===== config.mk =====
export PLATFORM = sky130hd
export DESIGN_NAME = gpio_irq_periph
export DESIGN_NICKNAME = d
export VERILOG_FILES = /design/src/rtl/gpio_irq_periph.sv
export SDC_FILE = /design/constraint.sdc
export NUM_CORES = 1
export LEC_CHECK = 0
export ABC_AREA = 1
export CAP_MARGIN = 20
export CORE_MARGIN = 4
export CORE_UTILIZATION = 40
export CTS_BUF_LIST = sky130_fd_sc_hd__clkbuf_8 sky130_fd_sc_hd__clkbuf_16
export CTS_CLUSTER_SIZE = 40
export DETAILED_ROUTE_END_ITERATION = 8
export GPL_TIMING_DRIVEN = 0
export PLACE_DENSITY = 0.66
export REMOVE_ABC_BUFFERS = 1
export SYNTH_ARGS = -nofsm -noshare
export SYNTH_HDL_FRONTEND = slang
export SYNTH_SLANG_ARGS = --single-unit

===== constraint.sdc =====
create_clock -name clk -period 2.6 [get_ports clk]
set_clock_uncertainty 0.05 [all_clocks]
set_input_delay 0.78 -clock clk [delete_from_list [all_inputs] [get_ports clk]]
set_output_delay 0.78 -clock clk [all_outputs]
set_load 0.01 [all_outputs]

===== src/rtl/gpio_irq_periph.sv =====
// GPIO peripheral for the tinyQV bus: outputs with set/clear/toggle aliases, pad mux,
// synchronised inputs and per-pin edge/level interrupts with write-1-to-clear pending bits.
module gpio_irq_periph #(
  parameter int unsigned NUM_PINS    = 8,
  parameter int unsigned SYNC_STAGES = 2,
  parameter logic [15:0] OUT_SEL_RST = 16'h0000
) (
  input  logic                clk,
  input  logic                rst,
  input  logic                sel,
  input  logic [5:0]          addr,
  input  logic [1:0]          write_n,
  input  logic [1:0]          read_n,
  input  logic [31:0]         data_in,
  output logic [31:0]         data_out,
  input  logic [NUM_PINS-1:0] gpio_in,
  input  logic [NUM_PINS-1:0] func_out,
  output logic [NUM_PINS-1:0] pad_out,
  output logic                irq
);

  localparam int unsigned MODE_W = 2 * NUM_PINS;
  localparam int unsigned CNT_W  = 3;

  localparam logic [3:0] REG_OUT  = 4'd0;
  localparam logic [3:0] REG_IN   = 4'd1;
  localparam logic [3:0] REG_SET  = 4'd2;
  localparam logic [3:0] REG_CLR  = 4'd3;
  localparam logic [3:0] REG_TGL  = 4'd4;
  localparam logic [3:0] REG_SEL  = 4'd5;
  localparam logic [3:0] REG_IEN  = 4'd6;
  localparam logic [3:0] REG_MODE = 4'd7;
  localparam logic [3:0] REG_PEND = 4'd8;

  logic [NUM_PINS-1:0] out_q, out_sel_q, irq_en_q, pend_q, prev_q;
  logic [NUM_PINS-1:0] out_d, out_sel_d, irq_en_d, pend_d;
  logic [MODE_W-1:0]   mode_q, mode_d;
  logic [NUM_PINS-1:0] sync_q [SYNC_STAGES];
  logic [NUM_PINS-1:0] synced, rise, fall, ev, w1c;
  logic [CNT_W-1:0]    blank_q, blank_d;
  logic [3:0]          idx;
  logic                wr;
  logic [31:0]         wmask, wdata;
  logic [NUM_PINS-1:0] wd, wm;
  logic                unused_bits;

  assign idx    = addr[5:2];
  assign wr     = sel && (write_n != 2'b11);
  assign synced = sync_q[SYNC_STAGES-1];
  assign rise   = synced & ~prev_q;
  assign fall   = ~synced & prev_q;
  assign wdata  = data_in & wmask;
  assign wd     = wdata[NUM_PINS-1:0];
  assign wm     = wmask[NUM_PINS-1:0];

  assign pad_out = (out_sel_q & out_q) | (~out_sel_q & func_out);
  assign irq     = |(pend_q & irq_en_q);
  assign unused_bits = &{1'b0, read_n, addr[1:0], wdata, wmask};

  // Byte lanes enabled by the write size
  always_comb begin
    wmask = 32'hFFFF_FFFF;
    case (write_n)
      2'b00:   wmask = 32'h0000_00FF;
      2'b01:   wmask = 32'h0000_FFFF;
      default: wmask = 32'hFFFF_FFFF;
    endcase
  end

  // Register writes, interrupt event detection and blanking countdown
  always_comb begin
    out_d     = out_q;
    out_sel_d = out_sel_q;
    irq_en_d  = irq_en_q;
    mode_d    = mode_q;
    w1c       = '0;
    ev        = '0;
    pend_d    = pend_q;
    blank_d   = blank_q;
    if (wr) begin
      case (idx)
        REG_OUT:  out_d     = (out_q & ~wm) | wd;
        REG_SET:  out_d     = out_q | wd;
        REG_CLR:  out_d     = out_q & ~wd;
        REG_TGL:  out_d     = out_q ^ wd;
        REG_SEL:  out_sel_d = (out_sel_q & ~wm) | wd;
        REG_IEN:  irq_en_d  = (irq_en_q & ~wm) | wd;
        REG_MODE: mode_d    = (mode_q & ~wmask[MODE_W-1:0]) | wdata[MODE_W-1:0];
        REG_PEND: w1c       = wd;
        default:  ;
      endcase
    end
    for (int i = 0; i < NUM_PINS; i++) begin
      case (mode_q[2*i +: 2])
        2'b00:   ev[i] = rise[i];
        2'b01:   ev[i] = fall[i];
        2'b10:   ev[i] = rise[i] | fall[i];
        default: ev[i] = 1'b0;
      endcase
      // Event set takes priority over a same-cycle clear
      if (mode_q[2*i +: 2] == 2'b11)
        pend_d[i] = synced[i];
      else
        pend_d[i] = (pend_q[i] & ~w1c[i]) | (ev[i] & (blank_q == '0));
    end
    if (blank_q != '0)
      blank_d = blank_q - CNT_W'(1);
  end

  always_ff @(posedge clk) begin
    if (rst) begin
      out_q     <= '0;
      out_sel_q <= OUT_SEL_RST[NUM_PINS-1:0];
      irq_en_q  <= '0;
      mode_q    <= '0;
      pend_q    <= '0;
      prev_q    <= '0;
      blank_q   <= CNT_W'(SYNC_STAGES + 1);
      for (int s = 0; s < SYNC_STAGES; s++) sync_q[s] <= '0;
    end else begin
      out_q     <= out_d;
      out_sel_q <= out_sel_d;
      irq_en_q  <= irq_en_d;
      mode_q    <= mode_d;
      pend_q    <= pend_d;
      prev_q    <= synced;
      blank_q   <= blank_d;
      sync_q[0] <= gpio_in;
      for (int s = 1; s < SYNC_STAGES; s++) sync_q[s] <= sync_q[s-1];
    end
  end

  // Combinational read mux
  always_comb begin
    data_out = 32'hFFFF_FFFF;
    if (sel) begin
      case (idx)
        REG_OUT, REG_SET, REG_CLR, REG_TGL: data_out = 32'(out_q);
        REG_IN:   data_out = 32'(synced);
        REG_SEL:  data_out = 32'(out_sel_q);
        REG_IEN:  data_out = 32'(irq_en_q);
        REG_MODE: data_out = 32'(mode_q);
        REG_PEND: data_out = 32'(pend_q);
        default:  data_out = 32'hFFFF_FFFF;
      endcase
    end
  end

endmodule


# Word level (Yosys, flattened, before mapping)
# Memories as Yosys holds them, arrays and structs flattened.
# Index checks and enable logic that the tools add are counted.
# op_classes
mux,27
bitwise,66
n_eq_ne,34
n_reduce_logical,20
addsub,1
# op_table
op,n
$pmux W32 S6,1
$and A8 B8 Y8,9
$not A8 Y8,5
$or A8 B8 Y8,5
$and A16 B16 Y16,2
$eq A2 B2 Y1 const B,16
$mux W32,1
$mux W8,4
$pmux W16 S2,1
$pmux W8 S4,1
$pmux W1 S3,8
$eq A2 B1 Y1 const B,9
$logic_not A2 Y1,9
$or A1 B1 Y1,18
$and A1 B1 Y1,16
$eq A4 B3 Y1 const B,4
$not A16 Y16,1
$or A16 B16 Y16,1
$mux W1,11
$eq A4 B2 Y1 const B,2
$not A1 Y1,8
$reduce_and A2 Y1,4
$reduce_or A8 Y1,1
$xor A8 B8 Y8,1
10 further kinds,10
# word_totals
inputBits,61
register_bits,59
mem_count,1
out_inout_bits,41
ram_bits,16
# memory_table
name,words,word_bits,read_ports,rd_ports_with_merged_regs,write_ports,line_no,text
sync_q,2,8,2,0,2,38,logic [NUM_PINS-1:0] sync_q [SYNC_STAGES];

# Logic depth before layout (Yosys ltp)
# Gate-level depths: netlist (run 1).
# depth
depth_word,9
depth_mapped,9
mapped_depth_nobuf,9

# Least setup slack after synthesis (run 1)
# No wires, ideal clock.
# synth_path
kind,input-to-output
startpoint,in addr[3]
endpoint,out data_out[10]
n_path_buf,0
arrival_ps,1869
stages,6
t_required_ps,1770
setup_slack_ps,-99
path_cell_list,nor2_4 -> nand2_1 -> nand2_1 -> nand2_1 -> inv_1 -> o21ai_0
# synth_via
elab_chain_cells,4
# synth_rtl
element,line_no,text
"start, declared",11,"input logic [5:0] addr,"
$eq A4 B2 Y1 (tied with other cells),137,case (idx)
$reduce_or A4 Y1,137,
$pmux W32 S6 *,137,
$mux W32 *,136,if (sel) begin
"end, declared",15,"output logic [31:0] data_out,"
# Every way passes the cells marked *; elsewhere a longest branch is shown, timed or not.

# Worst setup path in the final report (run 1)
# layout_path
startpoint,in addr[3]
endpoint,out data_out[1]
# The elaborated chain is that of the path after synthesis.

==> results of run 1 <==
==> power breakdown <==
group | leakage, nW | internal [mW] | switching, mW
registers | 0.611 | 1.19 | 0.0290
clock network | 0.0962 | 0.450 | 0.482
logic | 2.02 | 0.241 | 0.293
==> final cells by class <==
class | count | area, um2 | area share (%)
well taps | 140 | 175.2 | 2.865
inverters | 124 | 481.7 | 7.878
clock buffers | 9 | 123.9 | 2.026
flip-flops and latches | 75 | 1501 | 24.55
multi-input cells | 461 | 2614 | 42.75
clock inverters | 7 | 76.32 | 1.248
repair buffers | 113 | 1142 | 18.68
==> kinds of logic after synthesis <==
logic type	Yosys count
simple gates	326
fa+ha+maj	26
buf+inv	158
flops	75
compound gates	103
xor+xnor	1
==> worst max path at each step <==
stage / startpoint / to / cells past startpoint
2_1_floorplan: addr[3] / data_out[10] / 6
3_3_place_gp: addr[2] / data_out[10] / 8
3_5_place_dp: addr[2] / data_out[10] / 8
4_1_cts: addr[2] / data_out[2] / 10
5_1_grt: addr[3] / data_out[1] / 10
6_report: addr[3] / data_out[1] / 10
==> what timing repair did <==
action,4_1_cts,5_1_grt
gates cloned,5,0
gates resized for setup,221,33
hold buffers,0,0
buffers inserted,26,4
endpoints found under the setup margin,40,25
pin swaps,28,9
==> cell usage after synthesis <==
cell type,instances,area share [%]
buf_1,1,0.084
a21oi_1,38,4.2
o21ai_1,6,0.67
ha_1,26,7.3
xnor2_1,1,0.20
buf_4,19,3.2
o22ai_1,4,0.56
nor2_8,1,0.45
a21oi_4,1,0.36
dfxtp_1,75,34
o21ai_0,51,5.7
nand2_1,133,11
nor3_1,1,0.11
o211ai_1,1,0.17
clkbuf_1,9,0.75
nand2_4,5,1.3
nand2_2,4,0.56
inv_1,121,10
or2_2,1,0.14
nor2_1,100,8.4
buf_6,1,0.25
nor2_4,5,1.3
nand3_1,73,8.2
a21oi_2,2,0.39
inv_2,3,0.25
nor2_2,3,0.42
buf_2,4,0.45
==> stage by stage <==
step,setup TNS (ps),power [mW],util [%],hold slack [ps]
floorplan,-23970,1.456,-,338.3
global placement,-92180,1.668,48.28,339.7
detailed placement,-57250,1.689,48.67,345.5
CTS,-413.1,2.671,54.67,355.2
global route,-526.1,2.807,56.16,376.0
finish,-78.11,2.683,56.16,351.2
==> worst max-delay path: stages <==
cell and delay, ps:
buf_12 110, nor2_4 140, nand2_4 70, nand2_4 70, nand2_4 80, buf_12 160, buf_6 120, nor2_4 80
nand3_2 70, buf_6 120
==> per-layer routing <==
layer	vias up	track usage (%)	routed length, um
li1	2323	-	-
met1	2131	23.68	5324
met2	116	34.67	6510
met3	23	3.767	561
met4	0	7.759	375
met5	-	0	0
==> run_summary.xml, run 1 <==
<?xml version="1.0" encoding="UTF-8"?>
<metrics>
  <group name="pwr">
    <metric name="cellPowerDensity" unit="mW/mm2">438.7</metric>
    <metric name="p_leak" unit="nW">2.723</metric>
    <metric name="ir_worst_vdd" unit="mV">0.2639</metric>
  </group>
  <group name="timing">
    <metric name="fmax" unit="MHz">380.4</metric>
    <metric name="setup_viol_count_final" unit="">5</metric>
    <metric name="minimum_period_implied_by_the_final_worst_setup_slack" unit="ps">2629</metric>
    <metric name="final_critical_path_setup_slack" unit="ps">-29.13</metric>
    <metric name="hold_viol" unit="">0</metric>
    <metric name="worst-slew-pin-transition" unit="ps">923.8</metric>
    <metric name="grt_setup_unrepaired" unit="">yes</metric>
    <metric name="relSlewSlack" unit="%">38.18</metric>
    <metric name="final-max-slew-violation-count" unit="">0</metric>
    <metric name="timing.final.crit_share" unit="%">101.1</metric>
  </group>
  <group name="synth">
    <metric name="synth-xor-area-share" unit="%">0.1954</metric>
    <metric name="synth-compound-area-share" unit="%">12.09</metric>
    <metric name="synthMuxAreaShare" unit="%">0</metric>
    <metric name="synthesis.yosys.warnings" unit="">0</metric>
    <metric name="synthAdderAreaFrac" unit="%">7.259</metric>
    <metric name="synth.distinct_cells" unit="">27</metric>
    <metric name="syn_area_per_cell" unit="um2">6.505</metric>
    <metric name="synth_cells" unit="">689</metric>
    <metric name="post_synthesis_instance_area" unit="mm2">0.004482</metric>
    <metric name="synth_top_family_by_area" unit="">simple AND/OR/NAND/NOR gates</metric>
    <metric name="synth-simple-area-share" unit="%">31.85</metric>
    <metric name="synth-seq-area-share" unit="%">33.50</metric>
    <metric name="yosys_register_bits" unit="">75</metric>
  </group>
  <group name="global_routing">
    <metric name="gr-total-overflow" unit="">0</metric>
    <metric name="global_route_wire_length_before_repair" unit="um">20840</metric>
    <metric name="maximum_number_of_pins_on_one_net_before_global_route_repair" unit="">37</metric>
    <metric name="first_global_vias" unit="">4403</metric>
    <metric name="grt_usage" unit="%">19.71</metric>
    <metric name="initial_antenna_violation_count" unit="">0</metric>
  </group>
  <group name="floorplanning">
    <metric name="die_footprint" unit="mm2">0.01296</metric>
    <metric name="ios" unit="">102</metric>
    <metric name="dieHeight" unit="um">113.9</metric>
    <metric name="std_cell_rows" unit="">38</metric>
    <metric name="core_region" unit="mm2">0.01089</metric>
    <metric name="effective_utilization_at_floorplan" unit="%">41.16</metric>
    <metric name="die_w" unit="um">113.9</metric>
  </group>
  <group name="worst_setup_path">
    <metric name="worst_r2r_path_depth" unit="">8</metric>
    <metric name="path_class" unit="">in -&gt; out</metric>
    <metric name="crit_path_end_kind" unit="">output pin</metric>
    <metric name="rrSetupSlack" unit="ps">870</metric>
    <metric name="worstPathRequired" unit="ps">1770</metric>
    <metric name="worst_ep_arrival_time" unit="ps">1800</metric>
    <metric name="timing.critical_path.fanout_max" unit="">7</metric>
    <metric name="reg2reg_from" unit="">blank_q[0]$_SDFFE_PP1N_</metric>
    <metric name="setup.worst_path.start_class" unit="">input pin</metric>
    <metric name="reg2reg_to" unit="">pend_q[1]$_SDFF_PP0_</metric>
  </group>
  <group name="layout">
    <metric name="finalNonFillerCells" unit="">929</metric>
    <metric name="design.final.nets" unit="">871</metric>
    <metric name="post_route_cells_drive_above_1_share" unit="%">18.76</metric>
    <metric name="finalInstanceArea" unit="mm2">0.006115</metric>
    <metric name="syn_to_final_growth" unit="%">36.43</metric>
    <metric name="antenna_cells" unit="">0</metric>
    <metric name="layout_common_cells" unit="">inv_1, nand2_1, nor2_1, dfxtp_1, nand3_1</metric>
    <metric name="layout.filler_cells" unit="">1017</metric>
  </group>
  <group name="detailed_routing">
    <metric name="wl_cell" unit="um">13.75</metric>
    <metric name="drtPass1Iterations" unit="">5</metric>
    <metric name="detail-route-antenna-nets" unit="">0</metric>
    <metric name="total_routed_length" unit="um">12770</metric>
    <metric name="post_drt_via_cell_ratio" unit="">4.944</metric>
    <metric name="drc_errors" unit="">0</metric>
    <metric name="drtIter0Drc" unit="">217</metric>
    <metric name="route.vias.total" unit="">4593</metric>
  </group>
  <group name="place">
    <metric name="place_area" unit="mm2">0.005299</metric>
    <metric name="io_buffers" unit="">81</metric>
    <metric name="half_perimeter_wire_length_after_detailed_placement" unit="um">8583</metric>
    <metric name="pre_cts_slack" unit="ps">-1869</metric>
    <metric name="rd_place_congestion" unit="">0.8197</metric>
    <metric name="placedCellCount" unit="">878</metric>
  </group>
  <group name="clock_network">
    <metric name="max-clock-path-buffers" unit="">2</metric>
    <metric name="clkTransAtPathRegs" unit="ps">90</metric>
    <metric name="cts_tree" unit="">yes</metric>
    <metric name="clockRootBuffer" unit="">clkbuf_8</metric>
    <metric name="cts_made_buffers" unit="">9</metric>
    <metric name="h-tree-depth" unit="">3</metric>
    <metric name="clk_latency" unit="ps">360</metric>
    <metric name="cts_sinks" unit="">75</metric>
  </group>
  <group name="hold_path">
    <metric name="hp-class" unit="">reg -&gt; reg</metric>
    <metric name="min_path_cells" unit="">2</metric>
    <metric name="hold-path-endpoint" unit="">sync_q[0][13]$_SDFF_PP0_</metric>
    <metric name="min-delay-start" unit="">sync_q[0][5]$_SDFF_PP0_</metric>
  </group>
  <group name="run">
    <metric name="reported_max_cap_violation_count" unit="">0</metric>
  </group>
  <group name="run_status">
    <metric name="outcome" unit="">finished with violations</metric>
    <metric name="violations" unit="">setup timing</metric>
  </group>
</metrics>
No activity file was read; power rests on OpenSTA's default activity.
==> run 2: changes to the inputs <==
==> constraint.sdc (replaced) <==
create_clock -name clk -period 3.3 [get_ports clk]
set_clock_uncertainty 0.05 [all_clocks]
set_input_delay 0.99 -clock clk [delete_from_list [all_inputs] [get_ports clk]]
set_output_delay 0.99 -clock clk [all_outputs]
set_load 0.01 [all_outputs]
==> run 2 against run 1 <==
The run now ends clean. Worst setup slack better by 110 ps. Critical path depth is 4 lower. Sequential power is 21% lower. Cell area is 7.0% lower.
==> run_summary.xml, run 2 (synthesis gave the netlist of run 1 again) <==
<?xml version="1.0" encoding="UTF-8"?>
<metrics>
  <group name="clock_network">
    <metric name="cts_sinks" unit="">75</metric>
    <metric name="clockRootBuffer" unit="">clkbuf_8</metric>
    <metric name="ctsHoldBuffers" unit="">0</metric>
    <metric name="clk_latency" unit="ps">360</metric>
    <metric name="cts_tree" unit="">yes</metric>
    <metric name="max-clock-path-buffers" unit="">2</metric>
    <metric name="cts_made_buffers" unit="">9</metric>
    <metric name="h-tree-depth" unit="">3</metric>
    <metric name="clkTransAtPathRegs" unit="ps">90</metric>
  </group>
  <group name="worst_setup_path">
    <metric name="setup.worst_path.start_class" unit="">input pin</metric>
    <metric name="slowest_stage" unit="">clkdlybuf4s50_1</metric>
    <metric name="cpPeakStageDelay" unit="ps">570</metric>
    <metric name="worstPathRequired" unit="ps">2260</metric>
    <metric name="crit_path_end_kind" unit="">output pin</metric>
    <metric name="critical_path_buf_inv_count" unit="">2</metric>
    <metric name="critical_path.cell_chain" unit="">buf_2 -&gt; nor2_4 -&gt; nand2_1 -&gt; nand2_4 -&gt; nand2_2 -&gt; clkdlybuf4s50_1</metric>
    <metric name="worst_ep_arrival_time" unit="ps">2180</metric>
    <metric name="path_class" unit="">in -&gt; out</metric>
    <metric name="timing.critical_path.fanout_max" unit="">12</metric>
    <metric name="cell_type_group_with_the_largest_total_delay_on_the_critical_path" unit="">buffers and inverters</metric>
  </group>
  <group name="layout">
    <metric name="post_route_cells_drive_above_1_share" unit="%">10.95</metric>
    <metric name="design.final.nets" unit="">858</metric>
    <metric name="finalInstanceArea" unit="mm2">0.005687</metric>
    <metric name="layout_commonest_cell" unit="">nand2_1</metric>
    <metric name="layout_common_cells" unit="">nand2_1, inv_1, nor2_1, dfxtp_1, nand3_1</metric>
    <metric name="syn_to_final_growth" unit="%">26.88</metric>
    <metric name="final-seq-area" unit="mm2">0.001501</metric>
    <metric name="multi_input_area" unit="mm2">0.002382</metric>
    <metric name="antenna_cells" unit="">0</metric>
    <metric name="layout.filler_cells" unit="">1079</metric>
  </group>
  <group name="global_routing">
    <metric name="first_global_vias" unit="">4242</metric>
    <metric name="global_route_wire_length_before_repair" unit="um">20290</metric>
    <metric name="grt_usage" unit="%">19.22</metric>
    <metric name="initial_antenna_violation_count" unit="">0</metric>
    <metric name="maximum_number_of_pins_on_one_net_before_global_route_repair" unit="">37</metric>
    <metric name="gr-total-overflow" unit="">0</metric>
  </group>
  <group name="detailed_routing">
    <metric name="detail-route-antenna-nets" unit="">0</metric>
    <metric name="total_routed_length" unit="um">12210</metric>
    <metric name="drc_errors" unit="">0</metric>
    <metric name="drtIter0Drc" unit="">247</metric>
    <metric name="post_drt_via_cell_ratio" unit="">4.873</metric>
    <metric name="route.vias.total" unit="">4464</metric>
    <metric name="drtPass1Iterations" unit="">6</metric>
    <metric name="wl_cell" unit="um">13.33</metric>
  </group>
  <group name="timing">
    <metric name="relSlewSlack" unit="%">37.39</metric>
    <metric name="worst-slew-pin-transition" unit="ps">935.8</metric>
    <metric name="final-max-slew-violation-count" unit="">0</metric>
    <metric name="minimum_period_implied_by_the_final_worst_setup_slack" unit="ps">3219</metric>
    <metric name="hold_viol" unit="">0</metric>
    <metric name="setup_viol_count_final" unit="">0</metric>
    <metric name="timing.final.crit_share" unit="%">97.55</metric>
    <metric name="grt_setup_unrepaired" unit="">no</metric>
    <metric name="fmax" unit="MHz">310.6</metric>
  </group>
  <group name="place">
    <metric name="half_perimeter_wire_length_after_detailed_placement" unit="um">8583</metric>
    <metric name="io_buffers" unit="">81</metric>
    <metric name="place_area" unit="mm2">0.005299</metric>
    <metric name="rd_place_congestion" unit="">0.8197</metric>
  </group>
  <group name="floorplanning">
    <metric name="core_region" unit="mm2">0.01089</metric>
    <metric name="die_footprint" unit="mm2">0.01296</metric>
    <metric name="dieHeight" unit="um">113.9</metric>
    <metric name="die_w" unit="um">113.9</metric>
    <metric name="ios" unit="">102</metric>
    <metric name="effective_utilization_at_floorplan" unit="%">41.16</metric>
    <metric name="std_cell_rows" unit="">38</metric>
  </group>
  <group name="pwr">
    <metric name="ir_worst_vdd" unit="mV">0.2041</metric>
    <metric name="p_leak" unit="nW">2.513</metric>
    <metric name="power_after_layout" unit="mW">2.067</metric>
    <metric name="cellPowerDensity" unit="mW/mm2">363.5</metric>
  </group>
  <group name="run_status">
    <metric name="outcome" unit="">finished clean</metric>
  </group>
  <group name="hold_path">
    <metric name="hp-class" unit="">reg -&gt; reg</metric>
  </group>
  <group name="run">
    <metric name="reported_max_cap_violation_count" unit="">0</metric>
  </group>
</metrics>
## run 2: changes by cell type in the layout (fill, tap and decap cells not counted), sizes merged
cell | previous run | this run
clkdlybuf4s50 | 35 | 56
buf | 55 | 22
clkbuf | 10 | 16
dlygate4sd2 | 20 | 15
dlymetal6s2s | 1 | 0
clkdlybuf4s15 | 1 | 0
## run 2: final timing paths
path                                         startpoint                       end  slack, ps  cells after the start
worst max-delay path                            addr[2]              data_out[18]         80                      6
worst min-delay path            sync_q[0][5]$_SDFF_PP0_  sync_q[0][13]$_SDFF_PP0_        350                      2
worst max register to register  blank_q[0]$_SDFFE_PP1N_      pend_q[1]$_SDFF_PP0_       1570                      8
worst min register to register  sync_q[0][5]$_SDFF_PP0_  sync_q[0][13]$_SDFF_PP0_        350                      2
## run 2: cell type report
class / instances / share of cell area (%)
Tap cell: 140 / 3.080
Multi-Input combinational cell: 461 / 41.89
Clock buffer: 9 / 2.178
Inverter: 124 / 8.339
Sequential cell: 75 / 26.40
Clock inverter: 7 / 1.342
Timing Repair Buffer: 100 / 16.77
## run 2: tightest hold or removal path, stage by stage, from the launching register on
cell,delay [ps]
dfxtp_1,300
inv_1,50
nor2_1,30
## run 2: where the power goes
part	total [mW]	internal (mW)	switching (mW)
sequential	0.958	0.936	0.0219
combinational	0.373	0.164	0.209
clock	0.737	0.355	0.382
## run 2: per-stage QoR
step	instances	hold WS (ps)	TNS [ps]	utilization, %	setup slack (ps)
final	916	349.7	0	52.23	80.81
after global routing	916	376.0	0	52.23	4.265
after CTS	916	355.2	0	52.44	0.3426
after detailed placement	878	345.5	-41820	48.67	-1589
after global placement	876	339.7	-60970	48.28	-1518
after floorplan	655	338.3	-15010	-	-848.4
## run 2: layer usage
layer,part of all wire (%),GRT usage (%)
met4,3.3,7.363
met1,43,23.58
met2,50,33.41
met5,0,0
met3,4.3,3.554
## run 2: repair_timing
| item | 4_1_cts | 5_1_grt |
|---|---|---|
| resized for setup | 73 | 12 |
| setup buffers | 17 | 0 |
| setup endpoints to repair | 32 | 21 |
| gates cloned | 5 | 0 |
| pin swaps | 11 | 3 |
==> run 3: changes to the inputs <==
--- a/config.mk
+++ b/config.mk
@@ -8,12 +8,12 @@
 export ABC_AREA = 1
 export CAP_MARGIN = 20
 export CORE_MARGIN = 4
-export CORE_UTILIZATION = 40
+export CORE_UTILIZATION = 55
 export CTS_BUF_LIST = sky130_fd_sc_hd__clkbuf_8 sky130_fd_sc_hd__clkbuf_16
 export CTS_CLUSTER_SIZE = 40
 export DETAILED_ROUTE_END_ITERATION = 8
 export GPL_TIMING_DRIVEN = 0
-export PLACE_DENSITY = 0.66
+export PLACE_DENSITY = 0.86
 export REMOVE_ABC_BUFFERS = 1
 export SYNTH_ARGS = -nofsm -noshare
 export SYNTH_HDL_FRONTEND = slang
==> run 3 against run 2 <==
The run now ends with setup timing left. Critical endpoint is now data_out[23]. Maximum frequency shrank 2.5%. Cell area fell by 0.29%. Via count rose by 4.4%. Non-clock buffer count fell by 4. Power rose by 1.5%. Sequential share of layout area is 0.076 points higher. Critical path type unchanged.
==> run_summary.xml, run 3 (synthesis gave the netlist of run 1 again) <==
<?xml version="1.0" encoding="UTF-8"?>
<metrics>
  <group name="run_status">
    <metric name="outcome" unit="">finished with violations</metric>
    <metric name="violations" unit="">setup timing</metric>
  </group>
  <group name="detailed_routing">
    <metric name="route.vias.total" unit="">4661</metric>
    <metric name="wl_cell" unit="um">14.79</metric>
    <metric name="drtPass1Iterations" unit="">5</metric>
    <metric name="total_routed_length" unit="um">12900</metric>
    <metric name="post_drt_via_cell_ratio" unit="">5.345</metric>
    <metric name="drc_errors" unit="">0</metric>
    <metric name="detail-route-antenna-nets" unit="">0</metric>
    <metric name="drtIter0Drc" unit="">349</metric>
  </group>
  <group name="worst_setup_path">
    <metric name="worst_ep_arrival_time" unit="ps">2260</metric>
    <metric name="crit_path_end_kind" unit="">output pin</metric>
    <metric name="reg2reg_to" unit="">pend_q[0]$_SDFF_PP0_</metric>
    <metric name="reg2reg_from" unit="">blank_q[0]$_SDFFE_PP1N_</metric>
    <metric name="setup.worst_path.end" unit="">data_out[23]</metric>
    <metric name="worstPathRequired" unit="ps">2260</metric>
    <metric name="rrSetupSlack" unit="ps">1430</metric>
    <metric name="timing.critical_path.from" unit="">addr[2]</metric>
    <metric name="setup.worst_path.start_class" unit="">input pin</metric>
    <metric name="path_class" unit="">in -&gt; out</metric>
    <metric name="timing.critical_path.fanout_max" unit="">8</metric>
    <metric name="worst_r2r_path_depth" unit="">8</metric>
  </group>
  <group name="layout">
    <metric name="syn_to_final_growth" unit="%">26.52</metric>
    <metric name="design.final.nets" unit="">852</metric>
    <metric name="antenna_cells" unit="">0</metric>
    <metric name="layout_common_cells" unit="">nand2_1, inv_1, nor2_1, dfxtp_1, nand3_1</metric>
    <metric name="layout_commonest_cell" unit="">nand2_1</metric>
    <metric name="post_route_cells_drive_above_1_share" unit="%">9.870</metric>
    <metric name="finalNonFillerCells" unit="">872</metric>
  </group>
  <group name="timing">
    <metric name="fmax" unit="MHz">302.9</metric>
    <metric name="final-max-slew-violation-count" unit="">0</metric>
    <metric name="timing.final.crit_share" unit="%">100.0</metric>
    <metric name="totalNegativeSetupSlack" unit="ps">-1.202</metric>
    <metric name="minimum_period_implied_by_the_final_worst_setup_slack" unit="ps">3301</metric>
    <metric name="worst-slew-pin-transition" unit="ps">950.7</metric>
    <metric name="hold_viol" unit="">0</metric>
    <metric name="setup_viol_count_final" unit="">1</metric>
    <metric name="grt_setup_unrepaired" unit="">yes</metric>
    <metric name="final_critical_path_setup_slack" unit="ps">-1.202</metric>
    <metric name="relSlewSlack" unit="%">36.39</metric>
  </group>
  <group name="floorplanning">
    <metric name="core_region" unit="mm2">0.007807</metric>
    <metric name="dieHeight" unit="um">98.27</metric>
    <metric name="ios" unit="">102</metric>
    <metric name="std_cell_rows" unit="">32</metric>
    <metric name="die_footprint" unit="mm2">0.009657</metric>
    <metric name="die_w" unit="um">98.27</metric>
    <metric name="effective_utilization_at_floorplan" unit="%">57.40</metric>
  </group>
  <group name="global_routing">
    <metric name="first_global_vias" unit="">4516</metric>
    <metric name="grt_usage" unit="%">25.93</metric>
    <metric name="maximum_number_of_pins_on_one_net_before_global_route_repair" unit="">43</metric>
    <metric name="initial_antenna_violation_count" unit="">0</metric>
    <metric name="global_route_wire_length_before_repair" unit="um">20560</metric>
    <metric name="gr-total-overflow" unit="">0</metric>
  </group>
  <group name="clock_network">
    <metric name="h-tree-depth" unit="">3</metric>
    <metric name="clockRootBuffer" unit="">clkbuf_8</metric>
    <metric name="clk_latency" unit="ps">350</metric>
    <metric name="cts_made_buffers" unit="">9</metric>
    <metric name="cts_sinks" unit="">75</metric>
    <metric name="clkTransAtPathRegs" unit="ps">80</metric>
    <metric name="max-clock-path-buffers" unit="">2</metric>
    <metric name="cts_tree" unit="">yes</metric>
  </group>
  <group name="pwr">
    <metric name="ir_worst_vdd" unit="mV">0.3132</metric>
    <metric name="p_leak" unit="nW">2.537</metric>
    <metric name="cellPowerDensity" unit="mW/mm2">370.0</metric>
    <metric name="power_after_layout" unit="mW">2.098</metric>
  </group>
  <group name="run">
    <metric name="reported_max_cap_violation_count" unit="">0</metric>
  </group>
  <group name="place">
    <metric name="rd_place_congestion" unit="">0.8578</metric>
    <metric name="half_perimeter_wire_length_after_detailed_placement" unit="um">8598</metric>
    <metric name="pre_cts_slack" unit="ps">-1554</metric>
    <metric name="placedCellCount" unit="">839</metric>
    <metric name="io_buffers" unit="">81</metric>
  </group>
  <group name="hold_path">
    <metric name="hp-class" unit="">reg -&gt; reg</metric>
  </group>
</metrics>
[run 3: repair_timing]
item	in CTS	in global routing
setup endpoints to repair	32	24
resized for setup	66	22
hold buffers	0	0
pin swaps	9	1
buffers inserted	13	0
cloned	3	0
[run 3: layout make-up]
cell class                      instances  area [um2]
Clock buffer                           12       165.2
Clock inverter                          4       47.55
Fill cell                             599        2137
Inverter                              124       470.5
Multi-Input combinational cell        459        2410
Sequential cell                        75        1501
Tap cell                              102       127.6
Timing Repair Buffer                   96       948.4
[run 3: metal layers]
metal | wire length (um) | global-route usage [%]
met5 | 0 | 0
met4 | 599 | 13.45
met3 | 1130 | 6.286
met2 | 6393 | 44.97
met1 | 4772 | 29.49
[run 3: worst min path at each step]
| stage | depth (start not counted) | start | slack (ps) | end |
|---|---|---|---|---|
| final | 2 | sync_q[0][3]$_SDFF_PP0_ | 350 | sync_q[0][11]$_SDFF_PP0_ |
| after global routing | 2 | sync_q[0][7]$_SDFF_PP0_ | 370 | sync_q[0][15]$_SDFF_PP0_ |
| after CTS | 2 | sync_q[0][3]$_SDFF_PP0_ | 360 | sync_q[0][11]$_SDFF_PP0_ |
| after detailed placement | 2 | sync_q[0][5]$_SDFF_PP0_ | 340 | sync_q[0][13]$_SDFF_PP0_ |
| after global placement | 2 | sync_q[0][4]$_SDFF_PP0_ | 340 | sync_q[0][12]$_SDFF_PP0_ |
| after floorplan | 2 | sync_q[0][2]$_SDFF_PP0_ | 340 | sync_q[0][10]$_SDFF_PP0_ |
[run 3: critical path, cell delays in order]
cell             delay, ps
buf_4                  160
nor2_4                 130
nand2_1                 90
nand2_4                150
nand2_8                 90
buf_12                 170
clkdlybuf4s50_1        470
[run 3: per-stage QoR]
step	area (um2)	utilization [%]	hold WS (ps)
finish	5670	72.63	351.3
global route	5670	72.63	369.5
CTS	5618	71.96	355.1
detailed placement	5224	66.91	344.7
global placement	5209	66.71	341.3
floorplan	4270	-	338.3
[run 3: power by group]
part           internal (mW)  switching, mW  total, mW
Combinational          0.167          0.218      0.385
Sequential             0.936         0.0227      0.959
Clock                  0.411          0.344      0.755
